**src/rtl/spi_slave_byte_pkg.sv**
```systemverilog
// Shared types, SPI mode constants and sclk edge decoding for spi_slave_byte.
// Contents:
//   byte_t       8-bit data byte
//   sclk_evt_t   per-clock sample/shift strobes derived from sclk edges
//   sclk_events  maps raw sclk rise/fall to sample/shift for a CPOL/CPHA mode
package spi_slave_byte_pkg;

  localparam int unsigned BYTE_W = 8;
  localparam int unsigned CNT_W  = 3;

  // SPI mode constants, common with spi_master_byte.
  localparam bit CPOL_IDLE_LOW     = 1'b0;
  localparam bit CPOL_IDLE_HIGH    = 1'b1;
  localparam bit CPHA_LEAD_SAMPLE  = 1'b0;
  localparam bit CPHA_TRAIL_SAMPLE = 1'b1;

  typedef logic [BYTE_W-1:0] byte_t;

  localparam byte_t FILL_BYTE_DEFAULT = 8'hFF;

  typedef struct packed {
    logic sample;
    logic shift;
  } sclk_evt_t;

  // Leading edge leaves the idle level; CPHA picks which edge samples.
  function automatic sclk_evt_t sclk_events(input bit cpol, input bit cpha,
                                            input logic rise, input logic fall);
    sclk_evt_t e;
    logic lead;
    logic trail;
    lead     = cpol ? fall : rise;
    trail    = cpol ? rise : fall;
    e.sample = cpha ? trail : lead;
    e.shift  = cpha ? lead : trail;
    return e;
  endfunction

endpackage

```
**src/rtl/spi_slave_byte_if.sv**
```systemverilog
// Pin and FIFO bundle of spi_slave_byte.
//   SPI side : sclk, n_cs, mosi (to slave), miso, miso_oe (from slave)
//   TX FIFO  : empty, data_i (show-ahead) in, rdreq out
//   RX FIFO  : full in, data_o, wrreq out
//   Status   : busy, overrun (sticky), underrun (pulse)
interface spi_slave_byte_if;
  import spi_slave_byte_pkg::*;

  logic  sclk;
  logic  n_cs;
  logic  mosi;
  logic  miso;
  logic  miso_oe;
  logic  empty;
  byte_t data_i;
  logic  rdreq;
  logic  full;
  byte_t data_o;
  logic  wrreq;
  logic  busy;
  logic  overrun;
  logic  underrun;

  modport slave (
    input  sclk, n_cs, mosi, empty, data_i, full,
    output miso, miso_oe, rdreq, data_o, wrreq, busy, overrun, underrun
  );

  modport master (
    output sclk, n_cs, mosi, empty, data_i, full,
    input  miso, miso_oe, rdreq, data_o, wrreq, busy, overrun, underrun
  );

endinterface

```
**src/rtl/spi_sync_edge.sv**
```systemverilog
// Two-flop synchroniser plus history flop with edge detection.
//   clk, rst  system clock, async active-high reset
//   d         asynchronous input
//   sync      synchronised level
//   rise_c    sync went 0->1 this cycle (combinational)
//   fall_c    sync went 1->0 this cycle (combinational)
module spi_sync_edge #(
  parameter bit RST_VAL = 1'b0
) (
  input  logic clk,
  input  logic rst,
  input  logic d,
  output logic sync,
  output logic rise_c,
  output logic fall_c
);

  logic meta_d, meta_q;
  logic sync_d, sync_q;
  logic hist_d, hist_q;

  always_comb begin
    meta_d = d;
    sync_d = meta_q;
    hist_d = sync_q;
  end

  always_ff @(posedge clk or posedge rst) begin
    if (rst) begin
      meta_q <= RST_VAL;
      sync_q <= RST_VAL;
      hist_q <= RST_VAL;
    end else begin
      meta_q <= meta_d;
      sync_q <= sync_d;
      hist_q <= hist_d;
    end
  end

  assign sync   = sync_q;
  assign rise_c = sync_q & ~hist_q;
  assign fall_c = ~sync_q & hist_q;

endmodule

```
**src/rtl/spi_slave_byte.sv**
```systemverilog
// SPI slave: oversamples sclk/n_cs/mosi on clk, deserialises MOSI bytes into
// the RX FIFO and serialises MISO bytes from a show-ahead TX FIFO.
//   clk, rst  system clock, async active-high reset
//   bus       spi_slave_byte_if.slave (SPI pins, TX/RX FIFO ports, status)
// Parameters: CPOL (sclk idle level), CPHA (0: sample leading edge),
//             FILL_BYTE (sent when the TX FIFO is empty at a byte boundary).
module spi_slave_byte
  import spi_slave_byte_pkg::*;
#(
  parameter bit    CPOL      = CPOL_IDLE_LOW,
  parameter bit    CPHA      = CPHA_LEAD_SAMPLE,
  parameter byte_t FILL_BYTE = FILL_BYTE_DEFAULT
) (
  input  logic            clk,
  input  logic            rst,
  spi_slave_byte_if.slave bus
);

  localparam int unsigned RX_SR_W = BYTE_W - 1;

  logic sclk_sync, sclk_rise_c, sclk_fall_c;
  logic ncs_sync, ncs_rise_c, ncs_fall_c;
  logic mosi_sync, mosi_rise_c, mosi_fall_c;

  spi_sync_edge #(.RST_VAL(CPOL)) u_sync_sclk (
    .clk(clk), .rst(rst), .d(bus.sclk),
    .sync(sclk_sync), .rise_c(sclk_rise_c), .fall_c(sclk_fall_c)
  );

  spi_sync_edge #(.RST_VAL(1'b1)) u_sync_ncs (
    .clk(clk), .rst(rst), .d(bus.n_cs),
    .sync(ncs_sync), .rise_c(ncs_rise_c), .fall_c(ncs_fall_c)
  );

  // mosi is delayed exactly like sclk so it is sampled on the matching edge.
  spi_sync_edge #(.RST_VAL(1'b0)) u_sync_mosi (
    .clk(clk), .rst(rst), .d(bus.mosi),
    .sync(mosi_sync), .rise_c(mosi_rise_c), .fall_c(mosi_fall_c)
  );

  logic unused_sync;
  assign unused_sync = &{1'b0, sclk_sync, ncs_rise_c, mosi_rise_c, mosi_fall_c};

  sclk_evt_t evt_c;
  logic      active_c;
  assign evt_c    = sclk_events(CPOL, CPHA, sclk_rise_c, sclk_fall_c);
  assign active_c = ~ncs_sync;

  // Only the low 7 bits of the byte in flight need storing; bit 0 arrives live.
  logic [RX_SR_W-1:0] rx_sr_d, rx_sr_q;
  logic [CNT_W-1:0]   bit_cnt_d, bit_cnt_q;
  byte_t              tx_sr_d, tx_sr_q;
  logic               tx_pend_d, tx_pend_q;
  logic               tx_fill_d, tx_fill_q;
  byte_t              data_o_d, data_o_q;
  logic               wrreq_d, wrreq_q;
  logic               rdreq_d, rdreq_q;
  logic               overrun_d, overrun_q;
  logic               underrun_d, underrun_q;
  logic               busy_d, busy_q;
  logic               miso_oe_d, miso_oe_q;
  byte_t              rx_byte_c;
  logic               load_c;

  // Byte engine. A TX load only peeks the show-ahead FIFO; the pop (or the
  // underrun report) is deferred to the first sample of that byte, so the
  // speculative load after the last byte of a frame consumes nothing.
  always_comb begin
    rx_sr_d    = rx_sr_q;
    bit_cnt_d  = bit_cnt_q;
    tx_sr_d    = tx_sr_q;
    tx_pend_d  = tx_pend_q;
    tx_fill_d  = tx_fill_q;
    data_o_d   = data_o_q;
    wrreq_d    = 1'b0;
    rdreq_d    = 1'b0;
    overrun_d  = overrun_q;
    underrun_d = 1'b0;
    busy_d     = active_c;
    miso_oe_d  = active_c;
    rx_byte_c  = {rx_sr_q, mosi_sync};
    load_c     = 1'b0;

    if (!active_c) begin
      bit_cnt_d = '0;
      tx_pend_d = 1'b0;
    end else if (ncs_fall_c) begin
      // A coincident sclk edge is ignored; the master guarantees setup.
      bit_cnt_d = '0;
      load_c    = ~CPHA;
    end else begin
      if (evt_c.sample) begin
        rx_sr_d   = rx_byte_c[RX_SR_W-1:0];
        bit_cnt_d = bit_cnt_q + CNT_W'(1);
        if (bit_cnt_q == '0 && tx_pend_q) begin
          tx_pend_d  = 1'b0;
          rdreq_d    = ~tx_fill_q;
          underrun_d = tx_fill_q;
        end
        if (bit_cnt_q == CNT_W'(BYTE_W - 1)) begin
          data_o_d = rx_byte_c;
          if (bus.full) overrun_d = 1'b1;
          else          wrreq_d   = 1'b1;
        end
      end
      if (evt_c.shift) begin
        // CPHA=0: trailing edge after the 8th sample; CPHA=1: first leading edge.
        if (bit_cnt_q == '0) load_c  = 1'b1;
        else                 tx_sr_d = tx_sr_q << 1;
      end
    end

    if (load_c) begin
      tx_pend_d = 1'b1;
      tx_fill_d = bus.empty;
      tx_sr_d   = bus.empty ? FILL_BYTE : bus.data_i;
    end
  end

  always_ff @(posedge clk or posedge rst) begin
    if (rst) begin
      rx_sr_q    <= '0;
      bit_cnt_q  <= '0;
      tx_sr_q    <= '0;
      tx_pend_q  <= 1'b0;
      tx_fill_q  <= 1'b0;
      data_o_q   <= '0;
      wrreq_q    <= 1'b0;
      rdreq_q    <= 1'b0;
      overrun_q  <= 1'b0;
      underrun_q <= 1'b0;
      busy_q     <= 1'b0;
      miso_oe_q  <= 1'b0;
    end else begin
      rx_sr_q    <= rx_sr_d;
      bit_cnt_q  <= bit_cnt_d;
      tx_sr_q    <= tx_sr_d;
      tx_pend_q  <= tx_pend_d;
      tx_fill_q  <= tx_fill_d;
      data_o_q   <= data_o_d;
      wrreq_q    <= wrreq_d;
      rdreq_q    <= rdreq_d;
      overrun_q  <= overrun_d;
      underrun_q <= underrun_d;
      busy_q     <= busy_d;
      miso_oe_q  <= miso_oe_d;
    end
  end

  assign bus.miso     = tx_sr_q[BYTE_W-1];
  assign bus.miso_oe  = miso_oe_q;
  assign bus.rdreq    = rdreq_q;
  assign bus.data_o   = data_o_q;
  assign bus.wrreq    = wrreq_q;
  assign bus.busy     = busy_q;
  assign bus.overrun  = overrun_q;
  assign bus.underrun = underrun_q;

endmodule

```
**src/flat_wrapper.sv**
```systemverilog
// flat-port wrapper written by rule: the top's interface ports become plain ports
module spi_slave_byte_flat import spi_slave_byte_pkg::*;
#(
  parameter bit    CPOL      = CPOL_IDLE_LOW,
  parameter bit    CPHA      = CPHA_LEAD_SAMPLE,
  parameter byte_t FILL_BYTE = FILL_BYTE_DEFAULT
)
  (clk, rst, bus_sclk, bus_n_cs, bus_mosi, bus_empty, bus_data_i, bus_full, bus_miso, bus_miso_oe, bus_rdreq, bus_data_o, bus_wrreq, bus_busy, bus_overrun, bus_underrun);
  spi_slave_byte_if bus_i ();
  input  logic clk;
  input  logic rst;
  input wire logic [$bits(bus_i.sclk)-1:0] bus_sclk;
  input wire logic [$bits(bus_i.n_cs)-1:0] bus_n_cs;
  input wire logic [$bits(bus_i.mosi)-1:0] bus_mosi;
  input wire logic [$bits(bus_i.empty)-1:0] bus_empty;
  input wire logic [$bits(bus_i.data_i)-1:0] bus_data_i;
  input wire logic [$bits(bus_i.full)-1:0] bus_full;
  output wire logic [$bits(bus_i.miso)-1:0] bus_miso;
  output wire logic [$bits(bus_i.miso_oe)-1:0] bus_miso_oe;
  output wire logic [$bits(bus_i.rdreq)-1:0] bus_rdreq;
  output wire logic [$bits(bus_i.data_o)-1:0] bus_data_o;
  output wire logic [$bits(bus_i.wrreq)-1:0] bus_wrreq;
  output wire logic [$bits(bus_i.busy)-1:0] bus_busy;
  output wire logic [$bits(bus_i.overrun)-1:0] bus_overrun;
  output wire logic [$bits(bus_i.underrun)-1:0] bus_underrun;
  assign bus_i.sclk = bus_sclk;
  assign bus_i.n_cs = bus_n_cs;
  assign bus_i.mosi = bus_mosi;
  assign bus_i.empty = bus_empty;
  assign bus_i.data_i = bus_data_i;
  assign bus_i.full = bus_full;
  assign bus_miso = bus_i.miso;
  assign bus_miso_oe = bus_i.miso_oe;
  assign bus_rdreq = bus_i.rdreq;
  assign bus_data_o = bus_i.data_o;
  assign bus_wrreq = bus_i.wrreq;
  assign bus_busy = bus_i.busy;
  assign bus_overrun = bus_i.overrun;
  assign bus_underrun = bus_i.underrun;
  spi_slave_byte #(.CPOL(CPOL), .CPHA(CPHA), .FILL_BYTE(FILL_BYTE)) u_core (.clk(clk), .rst(rst), .bus(bus_i));
endmodule
```
**config.mk**
```make
export PLATFORM = sky130hd
export DESIGN_NAME = spi_slave_byte_flat
export DESIGN_NICKNAME = d
export VERILOG_FILES = /design/src/rtl/spi_slave_byte_pkg.sv /design/src/rtl/spi_slave_byte_if.sv /design/src/rtl/spi_sync_edge.sv /design/src/rtl/spi_slave_byte.sv /design/src/flat_wrapper.sv
export SDC_FILE = /design/constraint.sdc
export NUM_CORES = 1
export LEC_CHECK = 0
export CAP_MARGIN = 25
export CELL_PAD_IN_SITES_DETAIL_PLACEMENT = 1
export CELL_PAD_IN_SITES_GLOBAL_PLACEMENT = 2
export CORE_MARGIN = 3
export CORE_UTILIZATION = 30
export CTS_CLUSTER_DIAMETER = 120
export DETAILED_ROUTE_END_ITERATION = 7
export PLACE_DENSITY_LB_ADDON = 0.1
export RECOVER_POWER = 100
export SLEW_MARGIN = 10
export SYNTH_ARGS = -nofsm -noshare
export SYNTH_HDL_FRONTEND = slang
export SYNTH_SLANG_ARGS = --single-unit
```
**constraint.sdc**
```tcl
create_clock -name clk -period 3.3 [get_ports clk]
set_clock_uncertainty 0.2 [all_clocks]
set_input_delay 0.33 -clock clk [delete_from_list [all_inputs] [get_ports clk]]
set_output_delay 0.33 -clock clk [all_outputs]
set_load 0.02 [all_outputs]
```
==> reports/metrics.yaml <==
cts:
  cts_root_buf: "clkbuf_8"
  cts_resized: 0
  cts_tree: "built"
  cts_setup_buffers: 0
  clk_path_buf_depth: 2
  clkTransAtPathRegs_ps: 80
  htreeDepth: 2
  cts_made_buffers: 5
  clock-sinks: 41
  clk_latency_ps: 290
  postCtsHoldBufs: 0
route:
  met2_length_mm: 1.753
  routedWlPerCell_um: 14.74
  ant_nets: 0
  first_iter_violations: 63
  viasPerCell: 4.665
  dr.pass1.iters: 4
  wl_met3_um: 137
  wl_met1_mm: 1.418
  drc_errors: 0
  routed-via-count: 1059
  top_layer_used: "met4"
  totalWireLength_mm: 3.346
critical_path:
  end_kind: "flop"
  crit_type: "flop to flop"
  cp_data_required_time_ps: 3280
  startpoint_type: "flop"
  worstPathMaxFanout: 10
  arrival_ps: 2260
global_routing:
  grt_first_pass_wirelength_mm: 5.733
  grt_pass1_vias: 1155
  antenna_found_initial: 0
  gr-total-overflow: 0
  track_usage: 0.1179
  grt_max_degree: 27
place:
  dp_hpwl_mm: 2.380
  dp.cells: 219
  routabilityCongestion: 0.7297
  io_buffer_count: 29
finish:
  area_delta_synth_final_pct: 25.13
  finalNonFillerCells: 227
  fillCellCount: 575
  seq_area_um2: 1030
  diodes: 0
  nNetsFinal: 174
  post-route-util: 0.4007
  multiInputGateArea_um2: 536.8
  drive_above_1_share: 0.2038
logic_synthesis:
  synth_edf_count: 0
  yosysTopAreaCell: "dfrtp_1"
  syn-cell-area_um2: 1698
  synth_compound_area_frac: 0.06706
  synthTopCellsByCount: "38 x dfrtp_1, 13 x inv_1, 9 x or2_2"
  ys_types: 27
  ys_seq_area_frac: 0.6065
  synth_seq_cells: 41
  synth_top_area_frac: 0.5601
  synthAdderAreaFrac: 0.02211
  synth-async-reset-ratio: 1.000
  synth_xor_area_frac: 0.005158
  synthMostInstantiatedCell: "dfrtp_1"
  synth.area.top_cells: "dfrtp_1 56%, mux2_4 7.1%, mux2_2 5.3%"
  ys.flop_type: "dfrtp_1"
  synth_warnings: 0
  synth_area_per_cell_um2: 13.80
  synth_simple_gate_area_share: 0.1157
  synth_mux_area_frac: 0.1356
  syn-num-nets: 141
  syn_inst: 123
  synth_top_family_by_area: "multiplexers"
power:
  powerDensity_nw_per_um2: 522.2
  power_leakage_nw: 1.005
  irDropWorstVdd_mv: 0.2143
flow_run:
  drv_cap: 0
timing:
  min_period_over_period: 0.6925
  slew_headroom: 0.4108
  hold_ws_ps: 155.8
  setup_tns_ps: 0
  rsz0062_at_grt: "false"
  hold_viol_final: 0
  worst_slew_pin_slew_ps: 883.8
  finalMaxSlewViolations: 0
  setup_viol: 0
  fmax_mhz: 437.6
  fin_crit_ps: 2285
floorplan:
  io_pins: 30
  die_w_um: 81.23
  placementRows: 26
  core_um2: 5303
  dieArea_um2: 6598
  die_y_um: 81.23
  initial_utilization: 0.3202
status:
  outcome: "finished clean"
hold_path:
  hp-class: "flop to flop"
-- area by class of cell --
class,instances,share of cell area
clock buffers,6,0.03887
clock inverters,2,0.01767
inverters,13,0.02297
multi-input cells,64,0.2526
flip-flops and latches,41,0.4847
well taps,70,0.04122
repair buffers,31,0.1419
-- worst paths after layout --
kind / slack (ps) / end / from / cells after the start
worst max-delay path: 1010 / u_core.bus.data_o[2] / u_core.u_sync_ncs.sync / 4
worst min-delay path: 160 / u_core.u_sync_ncs.sync / u_core.u_sync_ncs.meta_q / 0
worst max register to register: 1010 / u_core.bus.data_o[2] / u_core.u_sync_ncs.sync / 4
worst min register to register: 160 / u_core.u_sync_ncs.sync / u_core.u_sync_ncs.meta_q / 0
max in group asynchronous: 1750 / u_core.u_sync_ncs.hist_q / rst / 3
min in group asynchronous: 340 / u_core.bus.data_o[0] / rst / 2
-- report_power, final --
group / internal [mW] / total, mW / switching [mW] / leakage, nW
logic: 0.0610 / 0.109 / 0.0477 / 0.428
clock network: 0.246 / 0.421 / 0.175 / 0.0574
registers: 0.550 / 0.580 / 0.0299 / 0.519
total: 0.857 / 1.11 / 0.253 / 1.00
-- layout by cell type, fill, tap and decap left out, drive strengths merged, types with 3 or more instances in the layout --
master         instances
inv                   13
nor2                   6
or2                    9
clkbuf                 7
dfstp                  3
dfrtp                 38
dlygate4sd3           19
nor4                   7
ha                     3
clkdlybuf4s50         10
mux2                  16
a221o                  7
-- state kept, by name (all words and copies together) (netlist names) --
| register | cells |
|---|---|
| u_core.bit_cnt_q | 3 |
| u_core.bus.busy | 1 |
| u_core.bus.data_o | 8 |
| u_core.bus.overrun | 1 |
| u_core.bus.rdreq | 1 |
| u_core.bus.underrun | 1 |
| u_core.bus.wrreq | 1 |
| u_core.rx_sr_q | 7 |
| u_core.tx_fill_q | 1 |
| u_core.tx_pend_q | 1 |
| u_core.tx_sr_q | 8 |
| u_core.u_sync_mosi.meta_q | 1 |
| u_core.u_sync_mosi.sync | 1 |
| u_core.u_sync_ncs.hist_q | 1 |
| u_core.u_sync_ncs.meta_q | 1 |
| u_core.u_sync_ncs.sync | 1 |
| u_core.u_sync_sclk.hist_q | 1 |
| u_core.u_sync_sclk.meta_q | 1 |
| u_core.u_sync_sclk.sync | 1 |
-- metrics by stage --
stage	setup WS (ps)	area, µm²	power (mW)
2_1_floorplan	1600	1698	0.6590
3_3_place_gp	1444	2058	0.7019
3_5_place_dp	1374	2058	0.7074
4_1_cts	1362	2178	1.138
5_1_grt	771.6	2125	1.174
6_report	1015	2125	1.110
-- kinds of logic (layout without fill, tap and decap cells) --
logic type | Yosys count | after routing
flops | 41 | 41
simple gates | 30 | 30
mux | 18 | 18
buf+inv | 18 | 52
compound gates | 12 | 12
fa+ha+maj | 3 | 3
xor+xnor | 1 | 1
-- critical path, stage by stage, from the launching register on --
cell	delay [ps]
dfstp_1	430
nor4b_2	270
clkbuf_1	460
nand2_1	390
mux2_1	410
-- layer usage --
layer | track usage | vias to the layer above
li1 | - | 489
met2 | 0.1970 | 25
met4 | 0.04054 | 0
met5 | 0 | -
met1 | 0.1373 | 541
met3 | 0.04656 | 4
Note: power is estimated with default switching activity, not from simulation.
